<file path="src/rtl/rc5_pkg.sv">
// Shared types and constants for the RC5 key-schedule controller.
// Magic constants are stored zero-extended to 64 bits and narrowed by the user.
package rc5_pkg;

  typedef enum logic [1:0] {
    ST_IDLE   = 2'd0,
    ST_INIT_S = 2'd1,
    ST_MIX    = 2'd2,
    ST_READY  = 2'd3
  } state_t;

  localparam logic [15:0] P16 = 16'hB7E1;
  localparam logic [15:0] Q16 = 16'h9E37;
  localparam logic [31:0] P32 = 32'hB7E15163;
  localparam logic [31:0] Q32 = 32'h9E3779B9;
  localparam logic [63:0] P64 = 64'hB7E151628AED2A6B;
  localparam logic [63:0] Q64 = 64'h9E3779B97F4A7C15;

  // A depth of 1 still needs a one-bit address port.
  function automatic int addr_width(input int depth);
    return (depth > 1) ? $clog2(depth) : 1;
  endfunction

  function automatic logic [63:0] magic_p(input int w);
    case (w)
      16:      return {48'd0, P16};
      64:      return P64;
      default: return {32'd0, P32};
    endcase
  endfunction

  function automatic logic [63:0] magic_q(input int w);
    case (w)
      16:      return {48'd0, Q16};
      64:      return Q64;
      default: return {32'd0, Q32};
    endcase
  endfunction

endpackage

</file>
<file path="src/rtl/rc5_key_packer.sv">
// Packs the key byte stream little-endian into W-bit words and issues L writes.
// A write lands one cycle after the byte that completes (or ends) a word.
module rc5_key_packer
  import rc5_pkg::*;
#(
  parameter int W  = 32,
  parameter int B  = 16,
  parameter int CL = 2
) (
  input  logic          clk,
  input  logic          rst,
  input  logic          accept,
  input  logic          restart,
  input  logic [7:0]    key_byte,
  output logic [CL-1:0] l_addr,
  output logic [W-1:0]  l_wdata,
  output logic          l_we,
  output logic          loaded
);

  localparam int LANES = W / 8;

  logic [7:0]   byte_cnt;
  logic [W-1:0] pack;
  logic [7:0]   cnt_eff;
  logic [W-1:0] pack_eff;
  logic [W-1:0] word;
  logic         last;
  logic         flush;
  int           lane;

  // A restart from READY treats the incoming byte as K[0] of a fresh key.
  always_comb begin
    cnt_eff  = restart ? 8'd0 : byte_cnt;
    pack_eff = restart ? '0 : pack;
    lane     = int'(cnt_eff) % LANES;
    word     = pack_eff | ({{(W-8){1'b0}}, key_byte} << (8 * lane));
    last     = (cnt_eff == 8'(B - 1));
    flush    = (lane == LANES - 1) || last;
  end

  always_ff @(posedge clk) begin
    if (!rst) begin
      byte_cnt <= 8'd0;
      pack     <= '0;
      loaded   <= 1'b0;
      l_we     <= 1'b0;
      l_addr   <= '0;
      l_wdata  <= '0;
    end else begin
      l_we    <= 1'b0;
      l_addr  <= '0;
      l_wdata <= '0;
      if (accept) begin
        if (flush) begin
          l_we    <= 1'b1;
          l_addr  <= CL'(int'(cnt_eff) / LANES);
          l_wdata <= word;
          pack    <= '0;
        end else begin
          pack <= word;
        end
        byte_cnt <= last ? cnt_eff : cnt_eff + 8'd1;
        loaded   <= last;
      end
    end
  end

endmodule

</file>
<file path="src/rtl/rc5_key_sched_ctrl.sv">
// RC5 key-schedule sequencer: key load, S table init, mixer hand-off.
// Owns the S/L RAM write and address ports in every state.
//
//   state     | meaning
//   ----------+-----------------------------------------------------
//   ST_IDLE   | accepting key bytes; waits for iStart with key loaded
//   ST_INIT_S | writes S[i] = P + i*Q for i = 0..T-1
//   ST_MIX    | mixer owns both RAMs until iMix_done
//   ST_READY  | S valid, host reads S; rerun or new key
module rc5_key_sched_ctrl
  import rc5_pkg::*;
#(
  parameter int W = 32,
  parameter int C = 4,
  parameter int T = 26,
  parameter int B = 16,
  parameter logic [W-1:0] P = W'(magic_p(W)),
  parameter logic [W-1:0] Q = W'(magic_q(W)),
  localparam int CL = addr_width(C),
  localparam int TL = addr_width(T)
) (
  input  logic          clk,
  input  logic          rst,
  input  logic          iKeyValid,
  input  logic [7:0]    iKeyByte,
  output logic          oKeyReady,
  input  logic          iStart,
  input  logic [TL-1:0] iHostSAddr,
  output logic          oBusy,
  output logic          oDone,
  output logic [TL-1:0] oS_addr,
  output logic [W-1:0]  oS_wdata,
  output logic          oS_we,
  output logic [CL-1:0] oL_addr,
  output logic [W-1:0]  oL_wdata,
  output logic          oL_we,
  output logic          oMixStart,
  input  logic [TL-1:0] iMix_S_addr,
  input  logic [W-1:0]  iMix_S_wdata,
  input  logic          iMix_S_we,
  input  logic [CL-1:0] iMix_L_addr,
  input  logic [W-1:0]  iMix_L_wdata,
  input  logic          iMix_L_we,
  input  logic          iMix_done
);

  state_t        state, state_nxt;
  logic [TL-1:0] idx;
  logic [W-1:0]  s_acc;
  logic          key_loaded;
  logic          accept;
  logic          restart;
  logic          load_init;
  logic [CL-1:0] pk_addr;
  logic [W-1:0]  pk_wdata;
  logic          pk_we;

  assign oKeyReady = (state == ST_READY) || !key_loaded;
  assign accept    = iKeyValid && oKeyReady;
  assign restart   = (state == ST_READY) && iKeyValid;
  assign load_init = (state_nxt == ST_INIT_S) && (state != ST_INIT_S);

  rc5_key_packer #(
    .W  (W),
    .B  (B),
    .CL (CL)
  ) u_packer (
    .clk      (clk),
    .rst      (rst),
    .accept   (accept),
    .restart  (restart),
    .key_byte (iKeyByte),
    .l_addr   (pk_addr),
    .l_wdata  (pk_wdata),
    .l_we     (pk_we),
    .loaded   (key_loaded)
  );

  always_ff @(posedge clk) begin
    if (!rst) begin
      state <= ST_IDLE;
      idx   <= '0;
      s_acc <= '0;
    end else begin
      state <= state_nxt;
      if (load_init) begin
        idx   <= '0;
        s_acc <= P;
      end else if (state == ST_INIT_S) begin
        idx   <= idx + TL'(1);
        s_acc <= s_acc + Q;
      end
    end
  end

  always_comb begin
    state_nxt = state;
    oBusy     = 1'b0;
    oDone     = 1'b0;
    oMixStart = 1'b0;
    oS_addr   = '0;
    oS_wdata  = '0;
    oS_we     = 1'b0;
    oL_addr   = pk_addr;
    oL_wdata  = pk_wdata;
    oL_we     = pk_we;
    case (state)
      ST_IDLE: begin
        if (iStart && key_loaded) state_nxt = ST_INIT_S;
      end
      ST_INIT_S: begin
        oBusy    = 1'b1;
        oS_we    = 1'b1;
        oS_addr  = idx;
        oS_wdata = s_acc;
        if (idx == TL'(T - 1)) state_nxt = ST_MIX;
      end
      ST_MIX: begin
        // The mixer's last write shares the cycle with iMix_done, so routing stays on.
        oBusy     = 1'b1;
        oMixStart = 1'b1;
        oS_addr   = iMix_S_addr;
        oS_wdata  = iMix_S_wdata;
        oS_we     = iMix_S_we;
        oL_addr   = iMix_L_addr;
        oL_wdata  = iMix_L_wdata;
        oL_we     = iMix_L_we;
        if (iMix_done) state_nxt = ST_READY;
      end
      ST_READY: begin
        oDone   = 1'b1;
        oS_addr = iHostSAddr;
        if (iKeyValid)   state_nxt = ST_IDLE;
        else if (iStart) state_nxt = ST_INIT_S;
      end
      default: state_nxt = ST_IDLE;
    endcase
  end

endmodule

</file>
<file path="config.mk">
export PLATFORM = sky130hd
export DESIGN_NAME = rc5_key_sched_ctrl
export DESIGN_NICKNAME = d
export VERILOG_FILES = /design/src/rtl/rc5_pkg.sv /design/src/rtl/rc5_key_packer.sv /design/src/rtl/rc5_key_sched_ctrl.sv
export SDC_FILE = /design/constraint.sdc
export NUM_CORES = 1
export LEC_CHECK = 0
export BUFFER_PORTS_ARGS = -buffer_cell sky130_fd_sc_hd__buf_4
export CAP_MARGIN = 20
export CORE_AREA = 2 2 123 173
export DETAILED_ROUTE_END_ITERATION = 10
export DIE_AREA = 0 0 125 175
export PLACE_DENSITY_LB_ADDON = 0.15
export SLEW_MARGIN = 15
export SYNTH_ARGS = -nofsm -noshare
export SYNTH_HDL_FRONTEND = slang
export SYNTH_SLANG_ARGS = --single-unit
</file>
<file path="constraint.sdc">
create_clock -name clk -period 2.6 [get_ports clk]
set_input_delay 0.39 -clock clk [delete_from_list [all_inputs] [get_ports clk]]
set_output_delay 0.39 -clock clk [all_outputs]
set_load 0.03 [all_outputs]
</file>
==> impl_metrics.ini, run 1 <==
[status]
status = finished clean

[setup_path]
crit_path_max_fanout = 51
slowest_stage = dfxtp_1
cp-end-kind = output pin
rr_worst_depth = 7
rr_endpoint = idx[1]$_SDFFE_PP0P_
critPathLaunchType = register
worstPathCellList = ha_2, buf_12, nand2_1, a21boi_1, buf_4
required_ns = 2.21
critical_path_class = register to output pin
r2r-start = state[0]$_SDFF_PN0_
max_stage_delay_ns = 0.45
crit_arrival_ns = 2.02
rrSetupSlack_ns = 0.24

[synth]
netlist_instances = 703
yosysWarningCount = 0
async_flop_share = 0
avgSynthCellArea_sq_um = 8.53
synth.area.top_cells = dfxtp_1 (38%), mux2_2 (6.8%), nor2_1 (6.5%), a21oi_1 (6.3%), a22oi_1 (4.6%)
yosysTopAreaCellShare = 0.384
synthesis.nets = 802
synthesis.area_sq_mm = 0.00599
synth_edf_count = 0
ys_seq_area_frac = 0.384
synth_top_area_cell = dfxtp_1
synth_flop_cell = dfxtp_1
ys_seq_elements = 115
synth_cell_types = 76

[die]
fp.dieH_microns = 175
die_width_microns = 125
io_pins = 168
coreArea_sq_mm = 0.0203
start_util = 0.295
rows = 62
dieArea_sq_mm = 0.0219

[timing]
finalCritPeriodShare = 0.927
setup_viol = 0
tightest_slew_ns = 0.619
maxSlewHeadroom = 0.584
rsz0062_at_grt = no
finalCriticalPeriod_ns = 2.41
fin_tns_setup_ns = 0
hold_viol = 0
fmax_ghz = 0.415
final.setup_skew_ns = 0.0188
drv_slew = 0

[worst_hold_path]
hold_path_end = u_packer.pack[23]$_SDFFE_PN0P_
hold_path_class = input pin to register
hp-start = iKeyByte[7]
whs_path_depth = 3

[clock_tree]
cts_tree = built
post_cts_buffers = 0
h-tree-depth = 4
cts_made_buffers = 17
clk_latency_ns = 0.42
clk_pin_slew_worst_paths_ns = 0.06
postCtsHoldBufs = 0
cts_buffer_depth = 2
clock-sinks = 115
cts_root_buf = clkbuf_16

[drt]
drt-total-wl_microns = 18800
vias = 5785
drc = 0
first_iter_violations = 354
viasPerCell = 5.13
wl_per_cell_microns = 16.7
drtAntennaViolNets = 0
dr.pass1.iters = 6

[cells_and_area]
insertedDiodeCount = 0
drive_gt1_frac = 0.326
area_growth_pct = 35.7
fin_cells = 1128
nFillCells = 2157
regArea_sq_mm = 0.00230
layout.nets = 958
mostFrequentLayoutCell = buf_4
multiInputGateArea_sq_mm = 0.00342
mostFrequentLayoutCells = buf_4 (187), dfxtp_1 (115), nor2_1 (103), a21oi_1 (75), a22oi_1 (37)

[place]
dpl.hpwl_microns = 13700
gp_congestion = 0.784
dp_cells = 1096
port_buffers = 167

[global_route]
grt_pass1_vias = 5770
grt_use_total = 0.173
grt_antenna_before_repair = 0
grt_pass1_wl_microns = 30300
grt_overflow_total = 0
grt_max_degree = 52

[run]
maxCapViolations = 0

[pwr]
p_leak_nw = 3.25
power.density_mw_per_mm2 = 1030
ir_worst_vdd_mv = 0.453
## cells in the mapped netlist (11+ instances only)
cell,count
a21oi_1,75
a22oi_1,37
clkbuf_1,29
dfxtp_1,115
inv_1,12
mux2_2,36
nand2_1,34
nor2_1,103
nor2b_1,35
nor3_1,12
o21ai_0,13
xor2_1,11
## repair_timing
item	4_1_cts	5_1_grt
endpoints found under the hold margin	0	0
setup endpoints to repair	0	1
resized for setup	0	1
## metrics by stage
step | instance area (sq um) | worst slack, ns | utilization | total power [mW] | hold WS, ns
floorplan | 6000 | 0.0233 | - | 4.91 | 0.432
CTS | 8130 | 0.110 | 0.400 | 8.46 | 0.262
global route | 8140 | 0.0554 | 0.400 | 8.90 | 0.275
detailed placement | 7560 | 0.247 | 0.372 | 6.19 | 0.452
global placement | 7560 | 0.323 | 0.372 | 6.18 | 0.444
finish | 8140 | 0.190 | 0.400 | 8.37 | 0.285
## metal layers
layer,GRT usage,share of wire
met5,0,0
met4,0.0625,0.021
met3,0.0355,0.046
met2,0.324,0.53
met1,0.191,0.40
## cells by family (layout without fill, tap and decap cells)
logic type | Yosys count | after routing | share of synthesized area
and+or+nand+nor | 245 | 245 | 0.206
buffers and inverters | 67 | 236 | 0.0497
adders and majority gates | 8 | 8 | 0.0167
DFF | 115 | 115 | 0.384
muxes | 38 | 38 | 0.0710
AOI/OAI and AO/OA | 211 | 211 | 0.244
xor gates and xnor gates | 19 | 19 | 0.0278
## final cells by class
class                           count  area share
Clock buffer                       18      0.0540
Tap cell                          256      0.0394
Clock inverter                     14      0.0157
Inverter                           13     0.00600
Timing Repair Buffer              191       0.181
Sequential cell                   115       0.283
Multi-Input combinational cell    521       0.421
## where the power goes
part | switching [mW] | total, mW | internal, mW
registers | 0.335 | 2.30 | 1.97
logic | 2.20 | 3.83 | 1.63
clock network | 0.891 | 2.24 | 1.35
## worst max-delay path: cells and delay by family (launching register included)
kind	cells	cell delay, ns
flip-flops	1	0.45
buffers and inverters	2	0.43
adder cells (fa/ha/maj)	1	0.28
AO/OA/AOI/OAI	1	0.23
AND/OR/NAND/NOR	1	0.21
## flip-flops by register name, indices dropped and copies added, names as in the netlist
| signal | flops |
|---|---|
| u_packer.byte_cnt | 8 |
| idx | 5 |
| u_packer.pack | 32 |
| u_packer.loaded | 1 |
| u_packer.l_wdata | 32 |
| u_packer.l_we | 1 |
| s_acc | 32 |
| u_packer.l_addr | 2 |
| state | 2 |
## worst max-delay path by stage
stage / startpoint / endpoint / slack [ns] / depth (start not counted)
after floorplan: state[0]$_SDFF_PN0_ / u_packer.l_wdata[22]$_SDFF_PN0_ / 0.02 / 13
after global placement: state[0]$_SDFF_PN0_ / idx[1]$_SDFFE_PP0P_ / 0.32 / 7
after detailed placement: state[0]$_SDFF_PN0_ / idx[1]$_SDFFE_PP0P_ / 0.25 / 7
after CTS: state[0]$_SDFF_PN0_ / oS_wdata[0] / 0.11 / 5
after global routing: state[0]$_SDFF_PN0_ / idx[1]$_SDFFE_PP0P_ / 0.06 / 7
final: state[0]$_SDFF_PN0_ / oS_wdata[29] / 0.19 / 5
(Power assumes the default switching activity.)
==> run 2, diff against run 1 <==
Settings changed: GPL_TIMING_DRIVEN from default to 0, MAX_ROUTING_LAYER from default to met4, TNS_END_PERCENT from default to 20.
==> impl_metrics.ini, run 2 (synthesis gave the netlist of run 1 again) <==
[cells_and_area]
utilization = 0.407
layout.nets = 986
drive_gt1_frac = 0.339
largestRegisters = s_acc x32, u_packer.l_wdata x32, u_packer.pack x32
insertedDiodeCount = 0
area_growth_pct = 38.1
mostFrequentLayoutCells = buf_4 (176), dfxtp_1 (113), nor2_1 (103), a21oi_1 (75), a22oi_1 (37)
mostFrequentLayoutCell = buf_4

[worst_hold_path]
hp-start = iKeyByte[7]
whs_path_depth = 3
hold_path_end = u_packer.pack[23]$_SDFFE_PN0P_
hold_path_class = input pin to register

[setup_path]
crit_arrival_ns = 2.15
slowest_stage = dfxtp_4
cp_top_family = buffers and inverters
worstPathCellList = inv_1, ha_2, clkbuf_8, buf_4, nand2_1, a21boi_0, buf_4
cp-end-kind = output pin
max_stage_delay_ns = 0.38
critPathLaunchType = register
crit_top_cell = buf_4
rr_worst_depth = 10
crit_path_max_fanout = 10
crit_start = state[0]$_SDFF_PN0_
crit_buf_inv = 4
rr_endpoint = u_packer.byte_cnt[2]$_SDFFE_PN0P_
rrSetupSlack_ns = 0.18
r2r-start = state[0]$_SDFF_PN0_
critical_path_class = register to output pin
required_ns = 2.21

[clock_tree]
cts_root_buf = clkbuf_16
ctsResizeCount = 43
postCtsHoldBufs = 0
cts_buffer_depth = 2
h-tree-depth = 4
clk_pin_slew_worst_paths_ns = 0.06
clock-sinks = 115
clk_latency_ns = 0.42
cts_tree = built
post_cts_buffers = 0
cts_made_buffers = 17

[status]
status = finished clean

[timing]
setup_viol = 0
fmax_ghz = 0.394
finalCriticalPeriod_ns = 2.54
maxSlewHeadroom = 0.586
hold_viol = 0
tightest_slew_ns = 0.617
finalCritPeriodShare = 0.976
rsz0062_at_grt = yes
final.setup_skew_ns = 0.0137
fin_tns_setup_ns = 0
drv_slew = 0
holdWs_ns = 0.275

[pwr]
power.density_mw_per_mm2 = 1050
ir_worst_vdd_mv = 0.424
power.switching_mw = 3.69
p_leak_nw = 3.36
combPwrFrac = 0.470
power_frac_seq = 0.256
power.total_mw = 8.73
p_sw_frac = 0.423
clkPwrFrac = 0.274
p_int_mw = 5.04

[drt]
drt-total-wl_microns = 20900
drc = 0
vias = 5957
drtAntennaViolNets = 0
viasPerCell = 5.15
first_iter_violations = 375
dr.pass1.iters = 5
wl_per_cell_microns = 18.1

[global_route]
grt_pass1_wl_microns = 32600
grt_pass1_vias = 5930
grt_max_degree = 17
grt_overflow_total = 0
grt_antenna_before_repair = 0
grt_use_total = 0.195

[place]
gp_congestion = 0.851
dpl.hpwl_microns = 15600
port_buffers = 166

[die]
die_width_microns = 125
io_pins = 168
coreArea_sq_mm = 0.0203
dieArea_sq_mm = 0.0219
fp.dieH_microns = 175
rows = 62
start_util = 0.295

[run]
maxCapViolations = 0
-- run 2: worst max path at each step --
stage / endpoint / depth (start not counted)
final: oS_wdata[0] / 7
after global routing: oL_wdata[3] / 6
after CTS: oS_wdata[0] / 6
after detailed placement: u_packer.l_wdata[14]$_SDFF_PN0_ / 13
after global placement: u_packer.l_wdata[14]$_SDFF_PN0_ / 13
after floorplan: oS_wdata[0] / 6
-- run 2: through the flow --
step           area [sq um]  setup slack (ns)  instances
2_1_floorplan          6000           -0.0499        703
3_3_place_gp           7560            -0.646       1125
3_5_place_dp           7560            -0.626       1125
4_1_cts                8250           -0.0335       1156
5_1_grt                8280           -0.0391       1156
6_report               8280            0.0616       1156
-- run 2: power by group through the flow --
| stage | sequential (mW) | clock [mW] | combinational (mW) |
|---|---|---|---|
| final | 2.24 | 2.40 | 4.10 |
| after detailed placement | 2.26 | 0 | 4.00 |
| after floorplan | 2.18 | 0 | 2.72 |
| after global placement | 2.26 | 0 | 4.00 |
| after global routing | 2.27 | 2.53 | 4.42 |
| after CTS | 2.22 | 2.44 | 4.10 |
-- run 2: routing by layer --
metal,wire length [microns],global-route usage,up-vias
met1,8380,0.211,2833
met2,11100,0.356,171
li1,-,-,2927
met5,0,-,-
met3,908,0.0367,26
met4,499,0.0676,0
-- run 2: final cells by class --
cell class / count / area (sq um)
Buffer: 53 / 330
Clock buffer: 17 / 425
Fill cell: 2122 / 12000
Inverter: 13 / 48.8
Sequential cell: 115 / 2310
Timing Repair Buffer: 166 / 1250
Multi-Input combinational cell: 521 / 3430
Clock inverter: 15 / 173
Tap cell: 256 / 320
-- run 2: worst reg2reg max path, delay by kind of cell (launching register included) --
family | cells | cell delay (ns)
AND/OR/NAND/NOR | 5 | 0.86
flip-flops | 1 | 0.40
AO/OA/AOI/OAI | 1 | 0.26
buffers and inverters | 2 | 0.37
adder cells (fa/ha/maj) | 2 | 0.44
==> run 3, diff against run 2 <==
Settings changed: GPL_TIMING_DRIVEN 0 to 1.
==> impl_metrics.ini, run 3 (synthesis gave the netlist of run 1 again) <==
[pwr]
power.total_mw = 8.50
p_leak_nw = 3.26
power.density_mw_per_mm2 = 1040
ir_worst_vdd_mv = 0.500

[die]
fp.dieH_microns = 175
io_pins = 168
start_util = 0.295
rows = 62
die_width_microns = 125
dieArea_sq_mm = 0.0219
coreArea_sq_mm = 0.0203

[setup_path]
critical_path_class = register to output pin
required_ns = 2.21
max_stage_delay_ns = 0.39
crit_buf_inv = 3
slowest_stage = mux2_2
worstPathCellList = inv_1, ha_4, buf_12, mux2_2, buf_4
critPathLaunchType = register
crit_arrival_ns = 2.07
rr_worst_depth = 7
cp_top_family = buffers and inverters
cp-end-kind = output pin
critical_path_depth = 5
crit_path_max_fanout = 76

[drt]
drc = 0
wl_per_cell_microns = 16.7
drtAntennaViolNets = 0
drt-total-wl_microns = 18900
first_iter_violations = 357
vias = 5738
dr.pass1.iters = 7
viasPerCell = 5.09

[timing]
hold_viol = 0
rsz0062_at_grt = no
fin_ws_ns = 0.135
drv_slew = 0
setup_viol = 0
holdWs_ns = 0.273
tightest_slew_ns = 0.683
final.setup_skew_ns = 0.0132
maxSlewHeadroom = 0.542
fin_tns_setup_ns = 0
finalCriticalPeriod_ns = 2.46
finalCritPeriodShare = 0.948
fmax_ghz = 0.406

[run]
maxCapViolations = 0

[cells_and_area]
insertedDiodeCount = 0
drive_gt1_frac = 0.325
layout.nets = 958
nFillCells = 2119
stdcell_area_sq_mm = 0.00816
mostFrequentLayoutCell = buf_4
fin_cells = 1127
mostFrequentLayoutCells = buf_4 (189), dfxtp_1 (115), nor2_1 (103), a21oi_1 (75), a22oi_1 (37)
largestRegisters = s_acc x32, u_packer.l_wdata x32, u_packer.pack x32
area_growth_pct = 36.2
utilization = 0.402

[worst_hold_path]
whs_path_depth = 3
hold_path_class = input pin to register

[clock_tree]
clk_latency_ns = 0.42
clk_pin_slew_worst_paths_ns = 0.06
cts_tree = built
cts_made_buffers = 17
clock-sinks = 115
h-tree-depth = 4
cts_buffer_depth = 2
postCtsHoldBufs = 0
cts_root_buf = clkbuf_16

[global_route]
grt_pass1_vias = 5642
grt_antenna_before_repair = 0
grt_use_total = 0.177
grt_overflow_total = 0
grt_max_degree = 77
grt_pass1_wl_microns = 30100

[place]
port_buffers = 167
dpl-instance-area_sq_mm = 0.00754
dp_cells = 1096
dp_worst_setup_slack_ns = 0.231
dpl.hpwl_microns = 13500
gp_congestion = 0.807

[status]
status = finished clean
==> run 3: cell count changes in the layout (fill, tap and decap cells not counted), sizes merged <==
| cell | delta |
|---|---|
| clkbuf | -23 |
| inv | -5 |
| buf | -2 |
| clkinv | -2 |
| clkinvlp | +2 |
| bufinv | +1 |
==> run 3: final timing paths <==
path                                    end  slack, ns                            from
min reg2reg  u_packer.pack[31]$_SDFFE_PN0P_       0.46  u_packer.pack[31]$_SDFFE_PN0P_
max reg2reg             idx[1]$_SDFFE_PP0P_       0.23             state[0]$_SDFF_PN0_
min          u_packer.pack[23]$_SDFFE_PN0P_       0.27                     iKeyByte[7]
max                             oL_wdata[8]       0.14             state[0]$_SDFF_PN0_
==> run 3: layer usage <==
layer	track usage	wire, microns
met2	0.321	10000
met3	0.0312	772
met5	-	0
met1	0.193	7780
met4	0.0620	317
==> run 3: worst reg2reg max path: stages, from the launching register on <==
cell and delay, ns:
dfxtp_1 0.47, inv_1 0.16, ha_1 0.35, a21o_1 0.25, o31ai_1 0.50, o41ai_4 0.13
buf_4 0.23, a211oi_2 0.21
==> run 3: final cells by class <==
type	count	area (sq um)	share of cell area
clock buffer	20	467	0.0572
clock inverter	11	151	0.0185
inverter	13	48.8	0.00598
multi-input combinational	521	3420	0.419
sequential	115	2300	0.282
tap	256	320	0.0392
timing repair buffer	191	1450	0.178
==> run 3: where the power goes <==
| group | internal [mW] | leakage, nW | switching (mW) |
|---|---|---|---|
| logic | 1.56 | 2.04 | 2.19 |
| clock network | 1.58 | 0.291 | 0.870 |
| registers | 1.97 | 0.933 | 0.328 |
==> run 3: what timing repair did <==
item | 4_1_cts | 5_1_grt
setup endpoints to repair | 0 | 1
setup buffers | 0 | 0
resized for setup | 0 | 1
